==> src/rtl/traffic_pkg.sv <==
// Shared types and transition rule for the traffic light controller and its
// independent lamp monitor.
package traffic_pkg;

   typedef enum logic [2:0] {
      PH_AG      = 3'd0,
      PH_AY      = 3'd1,
      PH_BG      = 3'd2,
      PH_BY      = 3'd3,
      PH_FLASH   = 3'd4,
      PH_DARK    = 3'd5,
      PH_ILLEGAL = 3'd7
   } phase_t;

   typedef enum logic [2:0] {
      FLT_NONE     = 3'd0,
      FLT_CONFLICT = 3'd1,
      FLT_ILLEGAL  = 3'd2,
      FLT_SEQUENCE = 3'd3,
      FLT_STUCK    = 3'd4,
      FLT_MODE     = 3'd5
   } fault_t;

   typedef enum logic [1:0] {
      S_INIT,
      S_RUN,
      S_FAULT
   } mon_state_t;

   function automatic logic is_day(input phase_t p);
      return (p == PH_AG) || (p == PH_AY) || (p == PH_BG) || (p == PH_BY);
   endfunction

   // True when the lamps may go from prev to cur in one sample.
   function automatic logic legal_next(input phase_t prev, input phase_t cur);
      logic ok;
      ok = 1'b0;
      case (prev)
         PH_AG:    ok = (cur == PH_AY) || (cur == PH_FLASH);
         PH_AY:    ok = (cur == PH_BG) || (cur == PH_FLASH);
         PH_BG:    ok = (cur == PH_BY) || (cur == PH_FLASH);
         PH_BY:    ok = (cur == PH_AG) || (cur == PH_FLASH);
         PH_FLASH: ok = (cur == PH_DARK) || (cur == PH_AG);
         PH_DARK:  ok = (cur == PH_FLASH) || (cur == PH_AG);
         default:  ok = 1'b0;
      endcase
      return ok || (prev == cur);
   endfunction

endpackage

==> src/rtl/traffic_pattern_decode.sv <==
// Combinational decode of the six lamp lines into a displayed pattern and a
// conflict flag (opposing go lamps or several lamps lit on one head).
module traffic_pattern_decode
   import traffic_pkg::*;
(
   input  logic [2:0] lamp_a,   // {green, yellow, red}
   input  logic [2:0] lamp_b,   // {green, yellow, red}
   output phase_t     phase,
   output logic       conflict
);

   logic a_go, b_go, a_multi, b_multi;

   always_comb begin
      // NOTE: default assigned first so every path drives phase; no latch.
      phase = PH_ILLEGAL;
      case ({lamp_a, lamp_b})
         6'b100_001: phase = PH_AG;
         6'b010_001: phase = PH_AY;
         6'b001_100: phase = PH_BG;
         6'b001_010: phase = PH_BY;
         6'b010_010: phase = PH_FLASH;
         6'b000_000: phase = PH_DARK;
         default:    phase = PH_ILLEGAL;
      endcase
   end

   assign a_go    = lamp_a[2] | lamp_a[1];
   assign b_go    = lamp_b[2] | lamp_b[1];
   assign a_multi = (lamp_a[2] & lamp_a[1]) | (lamp_a[2] & lamp_a[0]) | (lamp_a[1] & lamp_a[0]);
   assign b_multi = (lamp_b[2] & lamp_b[1]) | (lamp_b[2] & lamp_b[0]) | (lamp_b[1] & lamp_b[0]);

   // Both heads yellow only is the night flash pattern, not a conflict.
   assign conflict = (a_go & b_go & (phase != PH_FLASH)) | a_multi | b_multi;

endmodule

==> src/rtl/traffic_conflict_monitor.sv <==
// Safety monitor beside the traffic light controller: checks pattern order,
// dwell and day/night consistency, latching the first fault until cleared.
module traffic_conflict_monitor
   import traffic_pkg::*;
#(
   parameter int MAX_DWELL = 8,
   parameter int CNT_W     = 8
) (
   input  logic             clk,
   input  logic             reset,
   input  logic             modo,
   input  logic             A_green,
   input  logic             A_yellow,
   input  logic             A_red,
   input  logic             B_green,
   input  logic             B_yellow,
   input  logic             B_red,
   input  logic             clear_fault,
   output logic [2:0]       phase,
   output logic             phase_valid,
   output logic             fault,
   output logic [2:0]       fault_code,
   output logic [CNT_W-1:0] cycle_count
);

   localparam int DW_W = $clog2(MAX_DWELL + 2);
   localparam logic [DW_W-1:0] DWELL_MAX = DW_W'(MAX_DWELL);
   localparam logic [DW_W-1:0] DWELL_SAT = DW_W'(MAX_DWELL + 1);

   logic [5:0]       lamp_q;
   logic             lamp_vld;
   logic             modo_q, modo_qq;
   mon_state_t       state, state_d;
   phase_t           prev, prev_d;
   logic [DW_W-1:0]  dwell, dwell_d;
   phase_t           phase_r;
   logic             phase_valid_r;
   logic             fault_r, fault_d;
   fault_t           code_r, code_d;
   logic [CNT_W-1:0] count_r, count_d;

   phase_t cur;
   logic   cur_conflict;
   logic   mode_bad;
   fault_t flt;

   traffic_pattern_decode u_decode (
      .lamp_a   (lamp_q[5:3]),
      .lamp_b   (lamp_q[2:0]),
      .phase    (cur),
      .conflict (cur_conflict)
   );

   // modo_qq lags the lamp sample by one, matching the controller's response time.
   assign mode_bad = is_day(cur) ? modo_qq
                   : ((cur == PH_FLASH) || (cur == PH_DARK)) ? ~modo_qq : 1'b0;

   always_comb begin
      flt = FLT_NONE;
      if (cur_conflict)                              flt = FLT_CONFLICT;
      else if (cur == PH_ILLEGAL)                    flt = FLT_ILLEGAL;
      else if (!legal_next(prev, cur))               flt = FLT_SEQUENCE;
      else if (mode_bad)                             flt = FLT_MODE;
      else if ((cur == prev) && (dwell >= DWELL_MAX)) flt = FLT_STUCK;
   end

   always_comb begin
      state_d = state;
      prev_d  = prev;
      dwell_d = dwell;
      fault_d = fault_r;
      code_d  = code_r;
      count_d = count_r;
      case (state)
         S_INIT: if (lamp_vld) begin
            if ((flt == FLT_CONFLICT) || (flt == FLT_ILLEGAL)) begin
               state_d = S_FAULT;
               fault_d = 1'b1;
               code_d  = flt;
            end else begin
               state_d = S_RUN;
               prev_d  = cur;
               dwell_d = DW_W'(1);
            end
         end
         S_RUN: if (lamp_vld) begin
            if (flt != FLT_NONE) begin
               state_d = S_FAULT;
               fault_d = 1'b1;
               code_d  = flt;
            end else begin
               if ((prev == PH_BY) && (cur == PH_AG)) count_d = count_r + CNT_W'(1);
               if (cur != prev)              dwell_d = DW_W'(1);
               else if (dwell != DWELL_SAT)  dwell_d = dwell + DW_W'(1);
               prev_d = cur;
            end
         end
         S_FAULT: if (clear_fault) begin
            state_d = S_INIT;
            fault_d = 1'b0;
            code_d  = FLT_NONE;
         end
         default: state_d = S_INIT;
      endcase
   end

   always_ff @(posedge clk or negedge reset) begin
      if (!reset) begin
         state   <= S_INIT;
         prev    <= PH_AG;
         dwell   <= '0;
         fault_r <= 1'b0;
         code_r  <= FLT_NONE;
         count_r <= '0;
      end else begin
         state   <= state_d;
         prev    <= prev_d;
         dwell   <= dwell_d;
         fault_r <= fault_d;
         code_r  <= code_d;
         count_r <= count_d;
      end
   end

   // lamp_vld keeps the reset value of lamp_q (which reads as DARK) out of the checks.
   always_ff @(posedge clk or negedge reset) begin
      if (!reset) begin
         lamp_q        <= '0;
         lamp_vld      <= 1'b0;
         modo_q        <= 1'b0;
         modo_qq       <= 1'b0;
         phase_r       <= PH_AG;
         phase_valid_r <= 1'b0;
      end else begin
         // NOTE: non-blocking so modo_qq takes the old modo_q on this same edge.
         lamp_q   <= {A_green, A_yellow, A_red, B_green, B_yellow, B_red};
         lamp_vld <= 1'b1;
         modo_q   <= modo;
         modo_qq  <= modo_q;
         if (lamp_vld) begin
            phase_r       <= cur;
            phase_valid_r <= (cur != PH_ILLEGAL);
         end
      end
   end

   assign phase       = phase_r;
   assign phase_valid = phase_valid_r;
   assign fault       = fault_r;
   assign fault_code  = code_r;
   assign cycle_count = count_r;

endmodule

==> config.mk <==
export PLATFORM = sky130hd
export DESIGN_NAME = traffic_conflict_monitor
export DESIGN_NICKNAME = d
export VERILOG_FILES = /design/src/rtl/traffic_pkg.sv /design/src/rtl/traffic_pattern_decode.sv /design/src/rtl/traffic_conflict_monitor.sv
export SDC_FILE = /design/constraint.sdc
export NUM_CORES = 1
export LEC_CHECK = 0
export BUFFER_PORTS_ARGS = -buffer_cell sky130_fd_sc_hd__buf_4
export CAP_MARGIN = 30
export CORE_UTILIZATION = 56
export DETAILED_ROUTE_END_ITERATION = 16
export PLACE_DENSITY = 0.78
export SLEW_MARGIN = 20
export SYNTH_ARGS = -nofsm -noshare
export SYNTH_HDL_FRONTEND = slang
export SYNTH_SLANG_ARGS = --single-unit
==> constraint.sdc <==
create_clock -name clk -period 4.9 [get_ports clk]
set_clock_uncertainty 0.05 [all_clocks]
set_input_delay 0.245 -clock clk [delete_from_list [all_inputs] [get_ports clk]]
set_output_delay 0.245 -clock clk [all_outputs]
set_load 0.05 [all_outputs]
==> results by stage <==
STA:
- The worst setup slack after layout is between 1000 and 1500 ps.
- Setup repair after global routing left no endpoint under its margin.
- The final-report max-slew violation count is 0.
- The smallest clock period supported by the final layout is computed as 3400 ps.
- The final number of setup-violating endpoints is 0.
- The fmax is approximately 290 MHz.
- The final worst-path cycle share is 0.6939.
- For the pin with the worst max-slew slack, the measured transition is between 500 and 600 ps.
- Setup total negative slack on the finished layout was measured at 0 ps.
- The number of endpoints with negative hold slack in the final report was 0.
- The headroom to the max-slew limit is 0.6386.

Min path:
- The worst hold path passes through 2 cells.
- The startpoint identified for the worst hold timing path is clear_fault.
- The class of the most critical hold timing path is in -> reg.
- For hold timing, the worst endpoint is state[1]$_DFFE_PN0P_.

Clock network:
- The clock input transition at the sequential cells of the worst setup and hold paths is 110 ps.
- The count of instances resized after the clock tree is built is 0.
- Buffers inserted during clock tree synthesis total 5.
- The count of hold-fix buffers inserted at cts is 8.
- In this run the number of H-tree levels came out at 2.
- Counting every sink on the clock net gives 34.
- The number of setup buffers added after CTS is 0.
- At the later pin of the worst-skew pair, clock insertion delay measures 340 ps.
- The maximum clock path buffer count is 2.
- Clock tree synthesis selected as its root buffer the cell clkbuf_4.
- The TritonCTS clock tree is done.

Synthesis:
- Ranked by instance count, the synthesized netlist is headed by dfrtp_1, nand2_1, nor2_1.
- Synthesis produced around 190 cells.
- Counting flops and latches in the post-synthesis netlist gives 34.
- The number of flops mapped to enable cells by yosys is 0.
- The net count after synthesis is 206.
- Among all flip-flop cells after synthesis, the most frequent one is dfrtp_1.
- The cell taking the most area after synthesis is dfrtp_1.
- The most common cell in the netlist is dfrtp_1.
- The fraction of synthesis flops using an asynchronous set or reset pin is 1.000.
- Of the post-synthesis cell area, the dominant cell type holds 0.4444.
- The number of warnings printed during yosys synthesis is 0.
- The mapped cell area is 1914 um2.
- The distinct cell type count of the synthesized netlist is 53.
- Ranked by total cell area, the synthesized netlist is headed by dfrtp_1, xor2_1, nand2_1.
- The sequential area share after synthesis is 0.4444.
- After synthesis, the mean cell area works out to 9.919 um2.

Floorplanning:
- The initial utilization of the core area, before any placement, comes to 0.6071.
- After floorplanning, the core was divided into 20 placement rows.
- 26 I/O pins were placed.
- The core footprint is about 3200 um2.
- The y dimension of the die is a little over 60 um.
- The full die area is 3656 um2.
- The die is 60.47 um wide.

Final layout:
- The area overhead of the layout relative to synthesis is 16.80%.
- The fraction of layout cells with a size suffix above 1 is 0.2207.
- The net count reported at finish is 234.
- The repair_antennas step left the layout with diodes totalling 0.

Critical path:
- The kind of launch point of the worst setup path is a register.
- The category of the most critical setup path is reg -> reg.
- Across all register-to-register paths, the minimum setup slack is 1500 ps.
- The worst-path maximum fanout is 12.
- The worst register-to-register path ends at cycle_count[1]$_DFFE_PN0P_.
- The kind of capture point of the worst setup path is a register.
- The critical path data required time is just over 5000 ps.
- The depth of the worst register-to-register path is 8.
- For the worst setup path, the data arrival time is 3570 ps.
- The startpoint of the most critical register-to-register path is lamp_q[4]$_DFF_PN0_.

Routing:
- The met2 wirelength from detailed routing is 1930 um.
- The detailed-route vias per instance is 5.677.
- Wires add up to between 3000 and 4000 um.
- The detailed router put a total of 1663 um of wire on met1.
- The vias after detailed routing is 1510.
- The number of iterations in the first detailed-routing pass is 4.
- The detail route stage leaves a number of antenna-violating nets equal to 0.
- The number of DRC markers after the initial detailed-route iteration is 43.
- The length of routed met3 wiring is about 170 um.
- The highest layer touched by signal routing is met4.
- The remaining design rule violation count is 0.
- After detailed routing, the average wire length per cell comes to 14.48 um.

Placement:
- The pre-CTS setup slack is 1318 ps.
- The routability congestion estimate from global placement is ~0.9.
- In this run the tool buffered the top-level ports with 25 buffer cells.
- The estimated wirelength of the detail-placed design is 2785 um.

Pwr:
- Of the total power, the share spent switching nets is 0.3557.
- The fraction of power consumed by sequential logic is 0.506.
- The switching power is 0.0002465 W.
- In this run the static leakage power is 0.9848 nW.
- The internal portion of the total power is 0.0004464 W.
- VDD sags by at most 0.2331 mV.
- Of the total power, the clock network draws 0.238.
- The combinational share of power is 0.256.
- Dividing total power by cell area gives a power density of a little over 300 nW/um2.

Global route:
- The maximum number of pins on one net before global-route repair is 35.
- The via count of the first global-routing pass came to between 1000 and 1500.
- The total overflow left after global routing is 0.
- The first global-routing pass estimated 6223 um of wire.
- The overall fraction of global-route tracks in use is 0.2350.
- The initial antenna violation count was 0.

Status:
- The run finished with clean final reports.

Job:
- The max capacitance violation total is 0.
-- flip-flops by register name, indices dropped and copies added, names as in the netlist, 2 cells and up --
| name | flops |
|---|---|
| cycle_count | 8 |
| dwell | 4 |
| fault_code | 3 |
| lamp_q | 6 |
| phase | 3 |
| prev | 3 |
| state | 2 |
-- area by class of cell --
class                           instances  area [um2]
Multi-Input combinational cell        137       960.9
Fill cell                             263       917.1
Sequential cell                        34       850.8
Timing Repair Buffer                   34       275.3
Clock buffer                            7       55.05
Tap cell                               44       55.05
Inverter                                9       33.78
Clock inverter                          1       5.005
-- worst max path at each step --
stage / startpoint / endpoint / slack (ps) / cells after the start
2_1_floorplan: lamp_q[0]$_DFF_PN0_ / cycle_count[7]$_DFFE_PN0P_ / 1770 / 11
3_3_place_gp: lamp_q[4]$_DFF_PN0_ / dwell[0]$_DFFE_PN0P_ / 1420 / 8
3_5_place_dp: lamp_q[4]$_DFF_PN0_ / dwell[0]$_DFFE_PN0P_ / 1320 / 8
4_1_cts: lamp_q[4]$_DFF_PN0_ / dwell[0]$_DFFE_PN0P_ / 1300 / 8
5_1_grt: lamp_q[4]$_DFF_PN0_ / cycle_count[1]$_DFFE_PN0P_ / 1290 / 8
6_report: lamp_q[4]$_DFF_PN0_ / cycle_count[1]$_DFFE_PN0P_ / 1500 / 8
-- worst max-delay path, stage by stage (launching register included) --
cell,delay (ps)
dfrtp_1,540
or4b_4,600
nor3b_4,300
nor2_2,80
o31a_2,160
or2_1,330
or4_1,660
nor2_1,230
mux2_1,350
-- power groups by stage --
stage                     registers [W]  logic, W  clock network [W]
after global placement         0.000353  0.000168                  0
after global routing           0.000357  0.000195           0.000179
final                          0.000351  0.000177           0.000165
after floorplan                0.000356  0.000123                  0
after detailed placement       0.000354  0.000171                  0
after CTS                      0.000348  0.000176           0.000169
-- cells in the final DEF (no fill, tap or decap), types with 3 or more instances in the layout --
cell | synthesis | layout
xnor2_1 | 4 | 4
nand2b_1 | 4 | 4
o21ai_0 | 7 | 7
nor2_1 | 11 | 11
nor3_1 | 6 | 6
or3_1 | 4 | 4
dlygate4sd3_1 | 0 | 8
inv_1 | 9 | 9
clkbuf_4 | 0 | 6
nand2_1 | 17 | 17
mux2_2 | 4 | 4
mux2i_1 | 6 | 6
dfrtp_1 | 34 | 34
ha_1 | 3 | 3
xor2_1 | 9 | 9
buf_4 | 0 | 25
nand3_1 | 4 | 4
nor3b_1 | 3 | 3
or4_1 | 3 | 3
a21oi_1 | 8 | 8
nor4_2 | 3 | 3
-- through the flow --
| step | hold WS [ps] | power (W) | util | instance area, um2 | instances |
|---|---|---|---|---|---|
| floorplan | -100.6 | 0.0004785 | - | 1914 | 193 |
| finish | 40.74 | 0.0006929 | 0.7091 | 2236 | 266 |
| global route | 39.37 | 0.0007305 | 0.7091 | 2236 | 266 |
| CTS | 30.95 | 0.0006937 | 0.7067 | 2228 | 265 |
| detailed placement | 155.5 | 0.0005255 | 0.6623 | 2088 | 249 |
| global placement | 149.5 | 0.0005213 | 0.6623 | 2088 | 249 |
-- cell families (layout without fill, tap and decap cells) --
kind of cell / after synthesis / after routing / synth area share
and+or+nand+nor: 75 / 75 / 0.2386
AOI/OAI and AO/OA: 34 / 34 / 0.1216
other: 1 / 1 / 0.001959
DFF: 34 / 34 / 0.4444
xor gates and xnor gates: 13 / 13 / 0.05948
adders and majority gates: 3 / 3 / 0.01961
buffers and inverters: 22 / 51 / 0.05359
muxes: 11 / 11 / 0.06078
-- metal layers --
metal | track usage | vias up
met5 | 0 | -
met4 | 0.1104 | 0
met3 | 0.04691 | 11
met2 | 0.4003 | 44
met1 | 0.2865 | 715
li1 | - | 740
Note: power is estimated with default switching activity, not from simulation.
